### src/rtl/display_pkg.sv
// Shared definitions for the 4-digit 7-segment display scan logic.
// Scan-state encoding, digit count, anode-off pattern and the leading-zero mask helper.
package display_pkg;

  typedef enum logic [1:0] {
    ST_IDLE = 2'd0,
    ST_DEAD = 2'd1,
    ST_ON   = 2'd2
  } scan_state_t;

  localparam int NUM_DIGITS = 4;
  localparam logic [NUM_DIGITS-1:0] ANODE_OFF = 4'b1111;

  // Digit i (i >= 1) is blankable when it and every more significant nibble are zero.
  function automatic logic [NUM_DIGITS-1:0] lz_blank_mask(
    input logic [4*NUM_DIGITS-1:0] value
  );
    logic [NUM_DIGITS-1:0] mask;
    logic                  zero_above;
    mask       = '0;
    zero_above = 1'b1;
    for (int i = NUM_DIGITS - 1; i >= 1; i--) begin
      zero_above = zero_above && (value[4*i +: 4] == 4'd0);
      mask[i]    = zero_above;
    end
    return mask;
  endfunction

endpackage

### src/rtl/scan_slot_timer.sv
// Per-digit slot timer: counts 0..PRESCALE-1 while run is high and flags the
// last dead-time cycle and the last cycle of the slot.
module scan_slot_timer #(
  parameter int PRESCALE    = 100000,
  parameter int DEAD_CYCLES = 1000
) (
  input  logic clk,
  input  logic rst_n,
  input  logic run,
  output logic dead_end,
  output logic slot_end
);

  localparam int CW = $clog2(PRESCALE);
  localparam logic [CW-1:0] SLOT_LAST = CW'(PRESCALE - 1);

  logic [CW-1:0] cnt_q;

  assign slot_end = run && (cnt_q == SLOT_LAST);

  // NOTE: sequential state uses non-blocking (<=) so every flop samples pre-edge values.
  always_ff @(posedge clk or negedge rst_n) begin
    if (!rst_n) begin
      cnt_q <= '0;
    end else if (!run || slot_end) begin
      cnt_q <= '0;
    end else begin
      cnt_q <= cnt_q + CW'(1);
    end
  end

  // With no dead time the slot opens directly in ON, so there is no dead boundary to flag.
  generate
    if (DEAD_CYCLES == 0) begin : g_no_dead
      assign dead_end = 1'b0;
    end else begin : g_dead
      localparam logic [CW-1:0] DEAD_LAST = CW'(DEAD_CYCLES - 1);
      assign dead_end = run && (cnt_q == DEAD_LAST);
    end
  endgenerate

endmodule

### src/rtl/display_scan_ctrl.sv
// Time-multiplexed scan controller for a 4-digit 7-segment display with
// frame-synchronous double buffering, anode dead-time and leading-zero blanking.
module display_scan_ctrl
  import display_pkg::*;
#(
  parameter int PRESCALE    = 100000,
  parameter int DEAD_CYCLES = 1000
) (
  input  logic        clk,
  input  logic        rst_n,
  input  logic [15:0] value_in,
  input  logic        value_load,
  input  logic        disp_en,
  input  logic        blank_lz,
  output logic [3:0]  nib0,
  output logic [3:0]  nib1,
  output logic [3:0]  nib2,
  output logic [3:0]  nib3,
  output logic [1:0]  sel,
  output logic [3:0]  an_n,
  output logic        load_ack,
  output logic        frame_done
);

  localparam scan_state_t SLOT_START = (DEAD_CYCLES == 0) ? ST_ON : ST_DEAD;
  localparam logic [1:0]  LAST_DIGIT = 2'(NUM_DIGITS - 1);

  scan_state_t state_q, state_d;
  logic [1:0]  sel_q, sel_d;
  logic [3:0]  an_n_q, an_n_d;
  logic [15:0] active_q, active_d;
  logic [15:0] shadow_q, shadow_d;
  logic        pending_q, pending_d;
  logic        load_ack_q, load_ack_d;
  logic        frame_done_q, frame_done_d;
  logic        commit;
  logic        run;
  logic        dead_end;
  logic        slot_end;
  logic [NUM_DIGITS-1:0] blank_mask;

  assign run = disp_en && (state_q != ST_IDLE);

  scan_slot_timer #(
    .PRESCALE    (PRESCALE),
    .DEAD_CYCLES (DEAD_CYCLES)
  ) u_timer (
    .clk      (clk),
    .rst_n    (rst_n),
    .run      (run),
    .dead_end (dead_end),
    .slot_end (slot_end)
  );

  // NOTE: every always_comb output gets a default first, so no path can infer a latch.
  always_comb begin
    state_d      = state_q;
    sel_d        = sel_q;
    frame_done_d = 1'b0;
    if (!disp_en) begin
      state_d = ST_IDLE;
      sel_d   = '0;
    end else begin
      unique case (state_q)
        ST_IDLE: begin
          state_d = SLOT_START;
          sel_d   = '0;
        end
        ST_DEAD: begin
          if (dead_end) state_d = ST_ON;
        end
        ST_ON: begin
          if (slot_end) begin
            state_d      = SLOT_START;
            sel_d        = sel_q + 2'd1;
            frame_done_d = (sel_q == LAST_DIGIT);
          end
        end
        default: state_d = ST_IDLE;
      endcase
    end
  end

  // Commit only at a frame boundary or while dark, so a frame never mixes two values.
  assign commit = frame_done_d || ((state_q == ST_IDLE) && pending_q);

  always_comb begin
    active_d   = active_q;
    shadow_d   = shadow_q;
    pending_d  = pending_q;
    load_ack_d = 1'b0;
    if (value_load) shadow_d = value_in;
    if (commit && (pending_q || value_load)) begin
      active_d   = value_load ? value_in : shadow_q;
      pending_d  = 1'b0;
      load_ack_d = 1'b1;
    end else if (value_load) begin
      pending_d = 1'b1;
    end
  end

  // Mask follows the value that will be active, so it flips only together with a commit.
  assign blank_mask = blank_lz ? lz_blank_mask(active_d) : '0;

  always_comb begin
    an_n_d = ANODE_OFF;
    if ((state_d == ST_ON) && !blank_mask[sel_d]) an_n_d[sel_d] = 1'b0;
  end

  // NOTE: display buffers are ordinary flops, so they take the async reset too; a
  // reset therefore also drops any pending load.
  always_ff @(posedge clk or negedge rst_n) begin
    if (!rst_n) begin
      state_q      <= ST_IDLE;
      sel_q        <= '0;
      an_n_q       <= ANODE_OFF;
      active_q     <= '0;
      shadow_q     <= '0;
      pending_q    <= 1'b0;
      load_ack_q   <= 1'b0;
      frame_done_q <= 1'b0;
    end else begin
      state_q      <= state_d;
      sel_q        <= sel_d;
      an_n_q       <= an_n_d;
      active_q     <= active_d;
      shadow_q     <= shadow_d;
      pending_q    <= pending_d;
      load_ack_q   <= load_ack_d;
      frame_done_q <= frame_done_d;
    end
  end

  assign nib0       = active_q[3:0];
  assign nib1       = active_q[7:4];
  assign nib2       = active_q[11:8];
  assign nib3       = active_q[15:12];
  assign sel        = sel_q;
  assign an_n       = an_n_q;
  assign load_ack   = load_ack_q;
  assign frame_done = frame_done_q;

endmodule

### config.mk
export PLATFORM = sky130hd
export DESIGN_NAME = display_scan_ctrl
export DESIGN_NICKNAME = d
export VERILOG_FILES = /design/src/rtl/display_pkg.sv /design/src/rtl/scan_slot_timer.sv /design/src/rtl/display_scan_ctrl.sv
export SDC_FILE = /design/constraint.sdc
export NUM_CORES = 1
export LEC_CHECK = 0
export ABC_AREA = 1
export ABC_CLOCK_PERIOD_IN_PS = 4900
export BUFFER_PORTS_ARGS = -buffer_cell sky130_fd_sc_hd__buf_2
export CORE_ASPECT_RATIO = 1.1
export CORE_MARGIN = 1.5
export CORE_UTILIZATION = 55
export DETAILED_ROUTE_END_ITERATION = 12
export PLACE_DENSITY = 0.76
export SETUP_SLACK_MARGIN = 0.4
export SLEW_MARGIN = 20
export SYNTH_ARGS = -nofsm -noshare
export SYNTH_HDL_FRONTEND = slang
export SYNTH_SLANG_ARGS = --single-unit
### constraint.sdc
create_clock -name clk -period 4.9 [get_ports clk]
set_input_delay 0 -clock clk [delete_from_list [all_inputs] [get_ports clk]]
set_output_delay 0 -clock clk [all_outputs]
set_load 0.02 [all_outputs]
==> summary.txt <==
Floorplanning
  – Die ar.: 0.00530 mm2
  – # rows: 26
  – IO Pins: 45
  – Placeable core area: approximately 0.0047 mm2
  – Initial Util: between 50% and 60%
  – Height of the die: 76.2 um
  – Die Wd: approximately 70 um

Critical path
  – Crit-path slowest cell: dfrtp_1
  – Critical path data required time: 5.15 ns
  – Critical path startpoint category: flop
  – Critical Path, Cell by Cell: ha_1 > nand3_4 > nor3_4 > nand4_2 > nand2_4 > nand2_4 > o21ai_0 > nor2_1 > nand2_1 > nand2_1 > nand3_2 > nand3_1
  – CP bufs+invs: 0
  – Top Family by Delay on Critical Path: simple AND/OR/NAND/NOR gates
  – CP Max Fanout: 19
  – CP max stage delay: 0.37 ns
  – Crit path kind: reg2reg
  – Worst Path Arrival: ~2.4 ns
  – Critical Path Sink Type: flop

Global route
  – Vias in the first global route: 2264
  – Tot GR Track Use: 23.3%
  – Met2 Use GR: 40.7%
  – Largest net degree at the start of global routing: 61
  – Most used routing layer: met2
  – Met1 usage: 27.3%
  – Initial antenna violation count: 0
  – M3 GR Usage: 5.03%
  – First-pass GRT wire length: ~9700 um
  – Congestion Overflow GR: 0

Timing
  – Final Hold Violating Endpoints: 0
  – Tmin final: 2.16 ns
  – Final setup TNS: 0 ns
  – Slew HR: 50.6%
  – Fin crit share: approximately 44%
  – Maximum clock rate: 0.464 GHz
  – Final setup violation count: 0
  – Tightest Pin Transition: approximately 0.74 ns
  – RSZ-0062 raised after global routing: no
  – Slew Viols, Final: 0
  – Skew final: 0.00692 ns

Route
  – Wire per inst: 12.5 um
  – Vias: 2190
  – Pre-Repair DR Iteration Count: 4
  – ANT nets after route: 0
  – Total wire length: ~5500 um
  – Via density: ~5.0
  – 1st-iter DRT viols: 68
  – # DRC: 0

Power
  – VDD IR max: slightly above 300 uV
  – P_leak: 1.69 nW
  – Cell Pwr Density: 378 mW/mm2

Final layout
  – Nets: 399
  – Post-route insts no fill: 437
  – Synthesis-to-finish area growth: 24.0%
  – # diodes: 0
  – Sequential Area: 0.00151 mm2
  – Fillers: 379
  – Layout cells sized above 1: 21.0%
  – Area of the multi-input gates: 0.00102 mm2

Placed design
  – Placed cell count: about 400
  – DP HPWL: 3680 um
  – GP Congestion: 0.871
  – IO Port Bufs: 44

Logic synthesis
  – Synth Flop Type: dfrtp_1
  – Area share of the largest cell type after synthesis: 52.3%
  – Post-synth ARST share: 100%
  – Netlist Area Pre-Place: 0.00268 mm2
  – Post-synth cell types: 34
  – Flops & latches, synth: 60
  – Top cells by area, synth: dfrtp_1, nand2_1, nor2_1, inv_1, dfstp_2
  – EDFF count, synth: 0
  – Most frequent cell after synthesis: nand2_1
  – Seq/Total Area, Yosys: between 50 and 60%
  – Syn nets: 331
  – Ys Warns: 0
  – Mapped Cells: ~300
  – Mapped Avg Cell Area: 8.70 um2
  – Leading area contributor after synthesis: dfrtp_1
  – Synth cell count leaders: nand2_1, dfrtp_1, nor2_1

Clock network
  – Post-CTS Resized: 0
  – CTS Buffer Depth: 2
  – Root buffer cell: clkbuf_8
  – H-tree depth: 3
  – # clock sinks: 60
  – Worst-Skew Late Latency: 0.33 ns
  – CTS tree: built
  – Cts hold-fix bufs: 17
  – Total CTS buffers: 9
  – Clock transition at path regs: 0.07 ns
  – Post CTS Setup Buffer Count: 0

Worst hold path
  – Hold Crit Class: in2reg

Run status
  – Status: completed

Flow run
  – Max cap viols: 0
where the power goes:
group | internal (mW) | switching (mW)
clock | 0.261 | 0.190
combinational | 0.0772 | 0.152
sequential | 0.549 | 0.0264
total | 0.887 | 0.368
layer usage:
layer  routed length (um)  share of wire, %  vias to the layer above
met5                    0                 0                        -
li1                     -                 -                     1112
met4                   44              0.80                        0
met2                 2870                52                       35
met1                 2360                43                     1039
met3                  206               3.8                        4
sequential cells by signal (all words and copies together) (netlist names):
register	cells
u_timer.cnt_q	17
an_n	4
frame_done	1
state_q	2
pending_q	1
shadow_q	16
sel	2
active_q	16
load_ack	1
stage by stage:
stage               instance area, um2  setup WS [ns]  utilization (%)  hold WS (ns)  power [mW]
floorplan                         2680           2.97                -        -0.296       0.721
global route                      3320           2.54             71.4        0.0586        1.32
finish                            3320           2.74             71.4        0.0351        1.26
CTS                               3320           2.71             71.4        0.0250        1.26
global placement                  2950           2.78             63.4         0.196       0.797
detailed placement                2950           2.71             63.4         0.196       0.803
cell usage in the layout (no fill, tap or decap), types with 2 or more instances in the layout:
master	n
a21oi_1	4
a31oi_1	4
buf_2	44
clkbuf_8	11
clkinv_1	2
clkinv_2	2
dfrtp_1	56
dfstp_2	4
dlygate4sd3_1	17
ha_1	2
inv_1	32
nand2_1	96
nand2_4	2
nand3_1	21
nor2_1	36
nor2_2	5
nor3_1	6
nor3b_1	7
nor4_1	3
o21ai_0	4
o21ai_1	3
o21ai_2	2
xor2_1	2
worst paths after layout:
path,startpoint,endpoint,slack (ns),cells past startpoint
min reg2reg,u_timer.cnt_q[0]$_DFF_PN0_,u_timer.cnt_q[0]$_DFF_PN0_,0.46,1
min,blank_lz,an_n[3]$_DFF_PN1_,0.04,5
max in group asynchronous,rst_n,u_timer.cnt_q[7]$_DFF_PN0_,4.06,3
max reg2reg,u_timer.cnt_q[0]$_DFF_PN0_,an_n[1]$_DFF_PN1_,2.74,12
max,u_timer.cnt_q[0]$_DFF_PN0_,an_n[1]$_DFF_PN1_,2.74,12
min in group asynchronous,rst_n,u_timer.cnt_q[6]$_DFF_PN0_,0.34,3
final cells by class:
class	instances	share of cell area, %
Timing Repair Buffer	62	12.0
Inverter	34	3.84
Sequential cell	60	45.3
Multi-Input combinational cell	209	30.6
Clock buffer	12	4.67
Clock inverter	4	1.43
Tap cell	56	2.11
kinds of logic after synthesis:
kind of cell | Yosys count | synth area share, %
fa+ha+maj | 2 | 0.934
compound gates | 19 | 4.20
xor+xnor | 3 | 0.981
simple gates | 185 | 31.9
flops | 60 | 56.2
buf+inv | 39 | 5.79
worst register-to-register path: cells and delay by family (launching register included):
| family | cells | cell delay (ns) |
|---|---|---|
| compound gates | 1 | 0.26 |
| simple gates | 10 | 1.18 |
| fa+ha+maj | 1 | 0.26 |
| flops | 1 | 0.37 |
(Power assumes the default switching activity.)
